--- src/rtl/dmem_access_seq.sv ---
// dmem_access_seq: core load/store and loader byte-write sequencer
// for a single-port, byte-wide, 1-cycle-latency data SRAM.
module dmem_access_seq #(
    parameter int BIN_DIG    = 32,
    parameter int MEM_ADDR_W = 12
) (
    input  logic                  CLK,
    input  logic                  RST,
    input  logic                  req_valid,
    output logic                  req_ready,
    input  logic                  req_we,
    input  logic [2:0]            req_funct3,
    input  logic [BIN_DIG-1:0]    req_addr,
    input  logic [BIN_DIG-1:0]    req_wdata,
    output logic                  rsp_valid,
    output logic [BIN_DIG-1:0]    rsp_rdata,
    output logic                  rsp_err,
    output logic                  busy,
    input  logic                  ld_valid,
    output logic                  ld_ready,
    input  logic [MEM_ADDR_W-1:0] ld_addr,
    input  logic [7:0]            ld_wdata,
    output logic                  mem_en,
    output logic                  mem_we,
    output logic [MEM_ADDR_W-1:0] mem_addr,
    output logic [7:0]            mem_wdata,
    input  logic [7:0]            mem_rdata
);

    localparam logic [2:0] S_IDLE   = 3'd0;
    localparam logic [2:0] S_BEAT   = 3'd1;
    localparam logic [2:0] S_RDWAIT = 3'd2;
    localparam logic [2:0] S_RESP   = 3'd3;
    localparam logic [2:0] S_ERR    = 3'd4;

    localparam logic LG_CORE   = 1'b0;
    localparam logic LG_LOADER = 1'b1;

    logic [2:0]            state;
    logic                  last_grant;
    logic                  c_we;
    logic [2:0]            c_f3;
    logic [MEM_ADDR_W-1:0] c_addr;
    logic [31:0]           c_wdata;
    logic [1:0]            cnt;
    logic [1:0]            last_cnt;
    logic                  pend;
    logic [1:0]            lane_q;
    logic [31:0]           rd_buf;
    logic [31:0]           word;
    logic [BIN_DIG-1:0]    ext;
    logic [BIN_DIG-1:0]    rdata_q;
    logic                  idle;
    logic                  core_gnt;
    logic                  ld_gnt;
    logic                  misalign;
    logic                  out_rng;
    logic                  req_err;

    assign idle     = (state == S_IDLE) && !RST;
    assign core_gnt = idle && req_valid
                      && (!ld_valid || last_grant == LG_LOADER);
    assign ld_gnt   = idle && ld_valid
                      && (!req_valid || last_grant == LG_CORE);

    assign misalign = (req_funct3[1:0] == 2'b01 && req_addr[0])
                      || (req_funct3[1:0] == 2'b10
                          && req_addr[1:0] != 2'b00);
    assign out_rng  = |req_addr[BIN_DIG-1:MEM_ADDR_W];
    assign req_err  = (req_funct3[1:0] == 2'b11) || misalign || out_rng;

    assign req_ready = core_gnt;
    assign ld_ready  = ld_gnt;
    assign rsp_valid = (state == S_RESP) || (state == S_ERR);
    assign rsp_err   = (state == S_ERR);
    assign rsp_rdata = rdata_q;
    assign busy      = (state != S_IDLE);

    // Index of the final beat for the captured access size.
    always_comb begin
        last_cnt = 2'd3;
        unique case (c_f3[1:0])
            2'b00:   last_cnt = 2'd0;
            2'b01:   last_cnt = 2'd1;
            default: last_cnt = 2'd3;
        endcase
    end

    // Load word with the byte arriving this cycle merged in.
    always_comb begin
        word = rd_buf;
        if (pend) begin
            word[{lane_q, 3'b000} +: 8] = mem_rdata;
        end
    end

    // Sign or zero extension of the assembled load.
    always_comb begin
        ext = '0;
        unique case (c_f3[1:0])
            2'b00: ext = c_f3[2] ? BIN_DIG'(word[7:0])
                       : {{(BIN_DIG-8){word[7]}}, word[7:0]};
            2'b01: ext = c_f3[2] ? BIN_DIG'(word[15:0])
                       : {{(BIN_DIG-16){word[15]}}, word[15:0]};
            default: ext = BIN_DIG'(word);
        endcase
    end

    // SRAM port mux: loader grant in IDLE, else core beats.
    always_comb begin
        mem_en    = 1'b0;
        mem_we    = 1'b0;
        mem_addr  = '0;
        mem_wdata = 8'h00;
        if (ld_gnt) begin
            mem_en    = 1'b1;
            mem_we    = 1'b1;
            mem_addr  = ld_addr;
            mem_wdata = ld_wdata;
        end else if (state == S_BEAT) begin
            mem_en    = 1'b1;
            mem_we    = c_we;
            mem_addr  = c_addr + MEM_ADDR_W'(cnt);
            mem_wdata = c_we ? c_wdata[{cnt, 3'b000} +: 8] : 8'h00;
        end
    end

    // Collect load bytes one cycle after each read beat.
    always_ff @(posedge CLK) begin
        if (RST) begin
            pend   <= 1'b0;
            lane_q <= 2'd0;
            rd_buf <= '0;
        end else begin
            pend   <= (state == S_BEAT) && !c_we;
            lane_q <= cnt;
            if (pend) begin
                rd_buf[{lane_q, 3'b000} +: 8] <= mem_rdata;
            end
        end
    end

    // Control FSM, arbitration history and request capture.
    always_ff @(posedge CLK) begin
        if (RST) begin
            state      <= S_IDLE;
            last_grant <= LG_LOADER;
            c_we       <= 1'b0;
            c_f3       <= 3'd0;
            c_addr     <= '0;
            c_wdata    <= '0;
            cnt        <= 2'd0;
            rdata_q    <= '0;
        end else begin
            unique case (state)
                S_IDLE: begin
                    if (core_gnt) begin
                        last_grant <= LG_CORE;
                        c_we       <= req_we;
                        c_f3       <= req_funct3;
                        c_addr     <= req_addr[MEM_ADDR_W-1:0];
                        c_wdata    <= req_wdata[31:0];
                        cnt        <= 2'd0;
                        if (req_err) begin
                            state   <= S_ERR;
                            rdata_q <= '0;
                        end else begin
                            state <= S_BEAT;
                        end
                    end else if (ld_gnt) begin
                        last_grant <= LG_LOADER;
                    end
                end
                S_BEAT: begin
                    if (cnt == last_cnt) begin
                        if (c_we) begin
                            state   <= S_RESP;
                            rdata_q <= '0;
                        end else begin
                            state <= S_RDWAIT;
                        end
                    end else begin
                        cnt <= cnt + 2'd1;
                    end
                end
                S_RDWAIT: begin
                    rdata_q <= ext;
                    state   <= S_RESP;
                end
                S_RESP:  state <= S_IDLE;
                S_ERR:   state <= S_IDLE;
                default: state <= S_IDLE;
            endcase
        end
    end

endmodule

--- config.mk ---
export PLATFORM = sky130hd
export DESIGN_NAME = dmem_access_seq
export DESIGN_NICKNAME = d
export VERILOG_FILES = /design/src/rtl/dmem_access_seq.sv
export SDC_FILE = /design/constraint.sdc
export NUM_CORES = 1
export LEC_CHECK = 0
export ABC_AREA = 1
export CAP_MARGIN = 20
export CORE_MARGIN = 5
export CORE_UTILIZATION = 44
export CTS_CLUSTER_SIZE = 12
export DETAILED_ROUTE_END_ITERATION = 8
export GPL_TIMING_DRIVEN = 0
export PLACE_DENSITY = 0.74
export SETUP_SLACK_MARGIN = 0.3
export SYNTH_ARGS = -nofsm -noshare
export SYNTH_HDL_FRONTEND = slang
export SYNTH_SLANG_ARGS = --single-unit
--- constraint.sdc ---
create_clock -name CLK -period 2.5 [get_ports CLK]
set_input_delay 0.375 -clock CLK [delete_from_list [all_inputs] [get_ports CLK]]
set_output_delay 0.375 -clock CLK [all_outputs]
set_load 0.01 [all_outputs]
==> results.sh <==
export IMPL_status="finished with violations"
export IMPL_violations="negative setup slack"
export IMPL_drt_iter0_drc=512
export IMPL_leakage_nw=3.54
export IMPL_syn_area_per_cell_um2=6.76
export IMPL_dieArea_um2=15200
export IMPL_arrival_ns=2.20
export IMPL_vias=6331
export IMPL_setup_violations=4
export IMPL_grt_pass1_wl_um=29900
export IMPL_syn_to_final_growth_pct=53.6
export IMPL_antenna_found_initial=1
export IMPL_synthSimpleGateAreaFrac=0.296
export IMPL_grt_pass1_vias=6184
export IMPL_skew_ns=0.00755
export IMPL_rsz0062_at_grt="true"
export IMPL_routedWlPerCell_um=15.5
export IMPL_antenna_left=0
export IMPL_ys_types=32
export IMPL_cts_buffer_depth=2
export IMPL_crit_path_start_kind="flop"
export IMPL_crit_type="reg2out"
export IMPL_period_needed_ns=2.58
export IMPL_post_route_period_util=1.03
export IMPL_hp_start="c_wdata[3]$_SDFFE_PP0P_"
export IMPL_holdCritPathClass="reg2reg"
export IMPL_grt_use_total=0.252
export IMPL_die_w_um=123
export IMPL_ys_seq_elements=121
export IMPL_syn_inst=836
export IMPL_path_cells="buf_6 > inv_4 > buf_8 > fa_2 > inv_2 > nand2_2 > nor2_2 > inv_2 > nor2_4 > buf_4 > a21oi_2 > o21ai_1 > buf_2"
export IMPL_synth_compound_area_share=0.169
export IMPL_tightestPinTransition_ns=0.530
export IMPL_core_um2=12600
export IMPL_nNetsFinal=1155
export IMPL_cp_common_cell="inv_2"
export IMPL_cts_sinks=121
export IMPL_antenna_cells=0
export IMPL_maxCapViolCount=0
export IMPL_synthAdderAreaFrac=0.0168
export IMPL_total_power_mw=5.57
export IMPL_timing_fmax_ghz=0.388
export IMPL_yosys_warnings=0
export IMPL_hold_violations=0
export IMPL_dr_pass1_iters=5
export IMPL_totalWireLength_um=19100
export IMPL_required_ns=2.12
export IMPL_start_util=0.448
export IMPL_crit_fanout=3
export IMPL_fp_dieH_um=123
export IMPL_io_pins=159
export IMPL_max_stage_delay_ns=0.37
export IMPL_synth_xor_area_frac=0.00155
export IMPL_htreeDepth=4
export IMPL_drc=0
export IMPL_place_congestion=0.887
export IMPL_maxSlewHeadroom=0.647
export IMPL_overflow=0
export IMPL_worst_slack_ns=-0.0781
export IMPL_synth_area_mux_share=0
export IMPL_endpoint_kind="output port"
export IMPL_clk_pin_slew_ns=0.05
export IMPL_dp_slack_ns=-0.779
export IMPL_fin_util=0.688
export IMPL_cts_tree="yes"
export IMPL_synth_top_family_by_area="simple AND/OR/NAND/NOR gates"
export IMPL_cts_root_buf="clkbuf_16"
export IMPL_dp_hpwl_um=13300
export IMPL_rows=41
export IMPL_finalMaxSlewViolations=0
export IMPL_insertion_delay_ns=0.42
export IMPL_critPathLaunch="cnt[1]$_SDFFE_PP0P_"
export IMPL_yosysSeqAreaShare=0.428
export IMPL_drt_vias_per_instance=5.13
export IMPL_power_density_nw_per_um2=641
export IMPL_synth_fp_nets=943
export IMPL_r2r_start="lane_q[0]$_SDFF_PP0_"
export IMPL_portBuffers=158
export IMPL_syn_area_um2=5650
export IMPL_grt_max_degree=17
export IMPL_nFillCells=1069
export IMPL_ir_drop_mv=0.516
export IMPL_critical_path_slowest_cell="fa_2"
export IMPL_cts_made_buffers=17
export IMPL_drive_above_1_share=0.172
==> cells in the mapped netlist (all sizes together) <==
master	count	area, um^2
o22ai	1	6.26
xnor2	1	8.76
buf	19	129
nand4	2	12.5
o211a	1	10.0
and2	1	6.26
dfxtp	121	2420
ha	6	75.1
a32o	4	40.0
or2	1	6.26
o21ai	101	505
fa	1	20.0
nand3	70	355
clkbuf	26	97.6
a22o	1	8.76
nor2	87	352
a21oi	76	384
inv	73	274
nand2	241	910
nor3	3	31.3
==> cell type report <==
class                      count  area [um^2]  share of cell area
tap                          172          215              0.0248
multi-input combinational    597         2950               0.340
sequential                   121         2430               0.280
clock inverter                11          216              0.0249
inverter                      73          284              0.0327
clock buffer                  21          470              0.0542
timing repair buffer         193         1810               0.209
buffer                        45          307              0.0353
==> worst max-delay path: cells and delay by family, from the launching register on <==
family / cells / cell delay [ns]
compound gates: 2 / 0.17
flops: 1 / 0.34
fa+ha+maj: 1 / 0.37
buf+inv: 7 / 0.65
simple gates: 3 / 0.23
==> through the flow <==
step           hold slack (ns)  instance area (um^2)  TNS [ns]  std cells
2_1_floorplan            0.424                  5700         0        836
3_3_place_gp             0.435                  7490    -16.00       1166
3_5_place_dp             0.441                  7490    -16.08       1166
4_1_cts                  0.438                  8520    -0.138       1227
5_1_grt                  0.459                  8690    -0.758       1233
6_report                 0.449                  8690    -0.244       1233
==> where the power goes <==
group / internal (mW) / switching, mW
registers: 2.01 / 0.0389
clock network: 1.95 / 0.888
logic: 0.330 / 0.357
==> cells in the final DEF, fill, tap and decap left out, types with 8 or more instances in the layout <==
cell and n:
o21ai_1 15, buf_2 21, inv_2 9, clkdlybuf4s50_1 129, o21ai_2 9, nor2_4 8
nand2_1 222, nand3_1 67, nand2_2 13, dfxtp_1 115, o21ai_0 76, clkbuf_1 20
clkbuf_16 17, buf_6 17, a21oi_1 73, inv_1 61, buf_4 30, nor2_1 76
==> timing repair <==
| item | in CTS | in global routing |
|---|---|---|
| setup buffers | 27 | 6 |
| resized for setup | 170 | 56 |
| endpoints found under the setup margin | 55 | 51 |
| hold buffers | 0 | 0 |
| pin swaps | 20 | 11 |
| gates cloned | 2 | 0 |
==> logic make-up (layout without fill, tap and decap cells) <==
family	after synthesis	count (layout)
fa+ha+maj	7	7
simple gates	405	405
xor+xnor	1	1
buf+inv	118	343
flops	121	121
compound gates	184	184
==> layer usage <==
layer  global-route usage  up-vias  wire length [um]
li1                     -     3139                 -
met1                0.282     2899              7430
met2                0.449      239              9610
met3               0.0732       52              1470
met4               0.0983        2               576
met5                    0        -                13
==> worst paths after layout <==
kind	endpoint	cells after the start	slack (ns)
worst max-delay path	mem_addr[8]	13	-0.08
worst min-delay path	c_wdata[3]$_SDFFE_PP0P_	2	0.45
worst max register to register	rsp_rdata[31]$_SDFFE_PP0P_	13	0.39
worst min register to register	c_wdata[3]$_SDFFE_PP0P_	2	0.45
==> sequential cells by signal (all words and copies together) (netlist names), 2 cells and up <==
| name | flops |
|---|---|
| c_wdata | 32 |
| lane_q | 2 |
| rsp_rdata | 32 |
| rd_buf | 32 |
| cnt | 2 |
| state | 3 |
| c_addr | 12 |
| c_f3 | 3 |
Note: power is estimated with default switching activity, not from simulation.
